--- src/rtl/hit_monitor_pkg.sv ---
// Shared types and defaults for the hit_monitor statistics stage.
// Holds the tracking-state enum and the next-state rule used by the top level.
package hit_monitor_pkg;

  localparam int CNT_W_DEF = 16;
  localparam int GAP_W_DEF = 8;

  typedef enum logic [1:0] {
    IDLE  = 2'd0,
    ARMED = 2'd1,
    TRACK = 2'd2
  } hm_state_t;

  // A clear always returns to IDLE and discards any coincident hit.
  function automatic hm_state_t hm_next(input hm_state_t cur, input logic hit, input logic clr);
    hm_state_t nxt;
    nxt = cur;
    if (clr) begin
      nxt = IDLE;
    end else if (hit) begin
      case (cur)
        IDLE:    nxt = ARMED;
        ARMED:   nxt = TRACK;
        TRACK:   nxt = TRACK;
        default: nxt = IDLE;
      endcase
    end else begin
      nxt = cur;
    end
    return nxt;
  endfunction

endpackage

--- src/rtl/hit_monitor_sat_counter.sv ---
// Saturating up-counter with synchronous clear and load-to-one.
// The clear has priority over the load, which has priority over the increment.
module sat_counter #(
  parameter int W = 8
) (
  input  logic         clk,
  input  logic         resetn,
  input  logic         clr,
  input  logic         load,
  input  logic         inc,
  output logic [W-1:0] value
);

  localparam logic [W-1:0] MAX_VAL  = {W{1'b1}};
  localparam logic [W-1:0] ZERO_VAL = {W{1'b0}};
  localparam logic [W-1:0] ONE_VAL  = W'(1'b1);

  logic [W-1:0] value_r;

  // counter register: clear, load, or saturating increment
  always_ff @(posedge clk or negedge resetn) begin
    if (!resetn) begin
      value_r <= ZERO_VAL;
    end else if (clr) begin
      value_r <= ZERO_VAL;
    end else if (load) begin
      value_r <= ONE_VAL;
    end else if (inc && (value_r != MAX_VAL)) begin
      value_r <= value_r + ONE_VAL;
    end else begin
      value_r <= value_r;
    end
  end

  assign value = value_r;

endmodule

--- src/rtl/hit_monitor.sv ---
// Match statistics downstream of the sequence detector: saturating match count,
// last/minimum spacing between matches and a one-shot threshold interrupt.
module hit_monitor
  import hit_monitor_pkg::*;
#(
  parameter int CNT_W = CNT_W_DEF,
  parameter int GAP_W = GAP_W_DEF
) (
  input  logic             clk,
  input  logic             resetn,
  input  logic             hit,
  input  logic             clr,
  input  logic [CNT_W-1:0] thresh,
  output logic [CNT_W-1:0] count,
  output logic [GAP_W-1:0] gap_last,
  output logic [GAP_W-1:0] gap_min,
  output logic             gap_valid,
  output logic             irq
);

  localparam logic [CNT_W-1:0] CNT_MAX  = {CNT_W{1'b1}};
  localparam logic [CNT_W-1:0] CNT_ZERO = {CNT_W{1'b0}};
  localparam logic [CNT_W-1:0] CNT_ONE  = CNT_W'(1'b1);
  localparam logic [GAP_W-1:0] GAP_MAX  = {GAP_W{1'b1}};
  localparam logic [GAP_W-1:0] GAP_ZERO = {GAP_W{1'b0}};

  hm_state_t        state_r;
  hm_state_t        state_nxt_s;
  logic [CNT_W-1:0] count_s;
  logic [GAP_W-1:0] gap_cnt_s;
  logic [GAP_W-1:0] gap_last_r;
  logic [GAP_W-1:0] gap_min_r;
  logic [GAP_W-1:0] gap_min_nxt_s;
  logic             gap_valid_r;
  logic             irq_r;
  logic             irq_set_s;

  sat_counter #(.W(CNT_W)) u_count (
    .clk    (clk),
    .resetn (resetn),
    .clr    (clr),
    .load   (1'b0),
    .inc    (hit),
    .value  (count_s)
  );

  // Reloaded on every hit, so at the next hit it holds the spacing in cycles.
  sat_counter #(.W(GAP_W)) u_gap (
    .clk    (clk),
    .resetn (resetn),
    .clr    (clr),
    .load   (hit),
    .inc    (1'b1),
    .value  (gap_cnt_s)
  );

  assign state_nxt_s = hm_next(state_r, hit, clr);

  // count+1 cannot wrap while count is below saturation, so thresh==0 never matches
  assign irq_set_s = hit && (count_s != CNT_MAX) && ((count_s + CNT_ONE) == thresh)
                     && (thresh != CNT_ZERO);

  // running minimum candidate for a hit in TRACK
  always_comb begin
    gap_min_nxt_s = gap_min_r;
    if (gap_cnt_s < gap_min_r) begin
      gap_min_nxt_s = gap_cnt_s;
    end else begin
      gap_min_nxt_s = gap_min_r;
    end
  end

  // tracking FSM with registered gap statistics and interrupt
  always_ff @(posedge clk or negedge resetn) begin
    if (!resetn) begin
      state_r     <= IDLE;
      gap_last_r  <= GAP_ZERO;
      gap_min_r   <= GAP_MAX;
      gap_valid_r <= 1'b0;
      irq_r       <= 1'b0;
    end else if (clr) begin
      state_r     <= IDLE;
      gap_last_r  <= GAP_ZERO;
      gap_min_r   <= GAP_MAX;
      gap_valid_r <= 1'b0;
      irq_r       <= 1'b0;
    end else begin
      state_r     <= state_nxt_s;
      gap_valid_r <= (state_nxt_s == TRACK);
      irq_r       <= irq_set_s;
      if (hit) begin
        case (state_r)
          IDLE: begin
            gap_last_r <= gap_last_r;
            gap_min_r  <= gap_min_r;
          end
          ARMED: begin
            gap_last_r <= gap_cnt_s;
            gap_min_r  <= gap_cnt_s;
          end
          TRACK: begin
            gap_last_r <= gap_cnt_s;
            gap_min_r  <= gap_min_nxt_s;
          end
          default: begin
            gap_last_r <= GAP_ZERO;
            gap_min_r  <= GAP_MAX;
          end
        endcase
      end else begin
        gap_last_r <= gap_last_r;
        gap_min_r  <= gap_min_r;
      end
    end
  end

  assign count     = count_s;
  assign gap_last  = gap_last_r;
  assign gap_min   = gap_min_r;
  assign gap_valid = gap_valid_r;
  assign irq       = irq_r;

endmodule
--- config.mk ---
export PLATFORM = sky130hd
export DESIGN_NAME = hit_monitor
export DESIGN_NICKNAME = d
export VERILOG_FILES = /design/src/rtl/hit_monitor_pkg.sv /design/src/rtl/hit_monitor_sat_counter.sv /design/src/rtl/hit_monitor.sv
export SDC_FILE = /design/constraint.sdc
export NUM_CORES = 1
export LEC_CHECK = 0
export BUFFER_PORTS_ARGS = -buffer_cell sky130_fd_sc_hd__buf_2
export CORE_ASPECT_RATIO = 1.75
export CORE_MARGIN = 3
export CORE_UTILIZATION = 30
export DETAILED_ROUTE_END_ITERATION = 7
export GPL_TIMING_DRIVEN = 0
export SYNTH_ARGS = -nofsm -noshare
export SYNTH_HDL_FRONTEND = slang
export SYNTH_SLANG_ARGS = --single-unit
export TNS_END_PERCENT = 20
--- constraint.sdc ---
create_clock -name clk -period 2.5 [get_ports clk]
set_input_delay 0.375 -clock clk [delete_from_list [all_inputs] [get_ports clk]]
set_output_delay 0.375 -clock clk [all_outputs]
set_load 0.02 [all_outputs]
==> flow_metrics.tcl <==
set metrics [dict create \
    worstMarginPinSlew_ps 992.3 \
    cp_top_family "compound AO/OA/AOI/OAI gates" \
    wire_per_inst_um 15.07 \
    port_buffers 52 \
    die_area_um2 10370 \
    total_power_mw 1.755 \
    synth_cell_types 54 \
    reg2reg_slack_ps 190 \
    netlist_area_um2 2743 \
    drv_slew 0 \
    maxSlewHeadroom 0.3385 \
    initial_core_util 0.3123 \
    p_switching_mw 0.4343 \
    fin_worst_skew_ps 8.026 \
    cts_buffers 5 \
    root_buffer "clkbuf_16" \
    ctsLongestPathBuffers 2 \
    synth_seq_cells 44 \
    max_stage_delay_ps 540 \
    grt_usage 0.1436 \
    fp.dieW_um 78.28 \
    crit_type "reg -> reg" \
    worst_ep_arrival_time_ps 2510 \
    grt_max_degree 45 \
    synth_area_leader_cell "dfrtp_1" \
    maxCapViolations 0 \
    p_int_mw 1.321 \
    seqPwrFrac 0.436 \
    finalSetupViolCount 0 \
    clock-sinks 44 \
    rr_worst_depth 8 \
    clk_pin_slew_worst_paths_ps 60 \
    antenna_found_initial 0 \
    stdcell_area_um2 3349 \
    finalHoldViolCount 0 \
    synth_nets 323 \
    cp_slowest_cell "dfstp_2" \
    cellPowerDensity_nw_per_um2 524.1 \
    end_kind "flip-flop" \
    cp_common_cell "a21oi_1" \
    final_antenna_net_count 0 \
    status "finished, final reports clean" \
    synthFlopType "dfrtp_1" \
    yosysTopAreaCellShare 0.3285 \
    rsz0062_at_grt "false" \
    grt_overflow_total 0 \
    synthCells 292 \
    routed_wl_um 7066 \
    clock.fmax_mhz 432.1 \
    hpwl_um 5519 \
    post_dp_cell_area_um2 3149 \
    min_period_over_period 0.9257 \
    synthToLayoutAreaGrowth_pct 22.13 \
    insertion_delay_ps 290 \
    nets 382 \
    r2r-start "gap_min[1]" \
    swShare 0.2474 \
    cts_setup_buffers 0 \
    rows 45 \
    path_max_fanout 8 \
    hp-class "in -> async" \
    leakagePower_nw 1.551 \
    drc 0 \
    worstPathRequired_ps 2700 \
    firstDrtPassIters 4 \
    post-route-min-period_ps 2314 \
    ys.warnings.count 0 \
    synth.top_cells.by_area "dfrtp_1 33%, dfstp_2 7.7%, xor2_1 7.3%, ha_1 5.0%, a21oi_1 4.9%" \
    critPathLaunchType "flip-flop" \
    cp_num_buf_inv 1 \
    gp_congestion 0.8509 \
    core_area_um2 8783 \
    peakVddDrop_uv 281.1 \
    r2r_end "gap_min[3]" \
    vias 2384 \
    crit_chain "inv_1 > ha_1 > a21o_1 > a21oi_1 > and4b_1 > or2_2 > o21ai_2 > a21oi_1" \
    drtIter0Drc 100 \
    diodes 0 \
    avgSynthCellArea_um2 9.393 \
    synthArstFlopShare 1.000 \
    routed_via_density 5.083 \
    final_common_cell "buf_2" \
    fin_tns_setup_ps 0 \
    fin_hold_ws_ps 246.1 \
    drive_gt1_frac 0.2528 \
    final_cell_mix "55 x buf_2, 36 x dfrtp_1, 30 x nor2_1, 27 x a21oi_1, 23 x xor2_1" \
    p_clk_frac 0.445 \
    synth-edff-count 0 \
    htreeDepth 2 \
    cts_tree "done" \
    comb_power_share 0.118 \
    grt_pass1_vias 2385 \
    grt_pass1_wl_um 11850 \
    yosysSeqAreaShare 0.4051 \
    ctsHoldBuffers 0 \
    boundaryPins 54 \
    die_h_um 132.5 \
]
worst max-delay path by stage:
stage,to,cells past startpoint,slack [ps],startpoint
detailed placement,u_count.value[7],8,-40,u_count.value[0]
floorplan,irq,8,300,u_count.value[0]
global route,irq,8,30,u_count.value[0]
finish,gap_min[3],8,190,gap_min[1]
CTS,irq,8,60,u_count.value[0]
global placement,irq,8,-30,u_count.value[0]
stage by stage:
step	setup slack, ps	cells	util
after floorplan	299.3	292	-
after global placement	-34.90	461	0.3585
after detailed placement	-39.11	461	0.3585
after CTS	56.74	469	0.3791
after global routing	29.24	469	0.3813
final	185.6	469	0.3813
final cells by class:
class / count / area (um^2)
multi-input cells: 216 / 1515
well taps: 117 / 146.4
clock inverters: 2 / 38.79
clock buffers: 6 / 138.9
flip-flops and latches: 44 / 1111
fillers: 932 / 5434
repair buffers: 52 / 260.3
plain buffers: 13 / 67.56
inverters: 19 / 71.32
sequential cells by signal, indices dropped and copies added, names as in the netlist:
name	flops
gap_min	8
u_gap.value	8
gap_last	8
gap_valid	1
irq	1
state_r	2
u_count.value	16
synth_stat cells, types with 3 or more instances:
library cell / number
dfrtp_1: 36
xnor2_1: 15
and3_1: 3
mux2i_1: 5
nand4_1: 8
nor4_1: 3
dfstp_2: 8
a21oi_1: 27
nor3_1: 6
a22o_1: 8
nand2_1: 14
nand3_1: 16
buf_2: 3
o21ai_0: 3
and3_4: 3
nor2_1: 31
inv_1: 19
xor2_1: 23
ha_1: 11
clkbuf_1: 6
cell families (layout without fill, tap and decap cells):
group | Yosys count | count (layout) | share of synthesized area
buf+inv | 32 | 92 | 0.05063
compound gates | 59 | 59 | 0.1460
xor+xnor | 38 | 38 | 0.1214
mux | 5 | 5 | 0.01825
flops | 44 | 44 | 0.4051
fa+ha+maj | 11 | 11 | 0.05018
simple gates | 103 | 103 | 0.2085
power groups by stage:
stage | logic, mW | clock network (mW) | registers (mW)
6_report | 0.208 | 0.782 | 0.766
3_5_place_dp | 0.209 | 0 | 0.780
5_1_grt | 0.233 | 0.834 | 0.770
4_1_cts | 0.211 | 0.803 | 0.767
2_1_floorplan | 0.103 | 0 | 0.798
3_3_place_gp | 0.205 | 0 | 0.778
per-layer routing:
layer,up-vias,global-route usage,part of all wire
met5,-,0,0
met2,60,0.2715,0.56
li1,1150,-,-
met1,1164,0.1549,0.39
met3,10,0.02384,0.037
met4,0,0.05642,0.021
timing repair:
item                                    CTS  global route
pin swaps                                 0             0
endpoints found under the setup margin    8             9
hold endpoints to repair                  0             0
resized for setup                         1             4
Power figures use the tool's default switching activity.
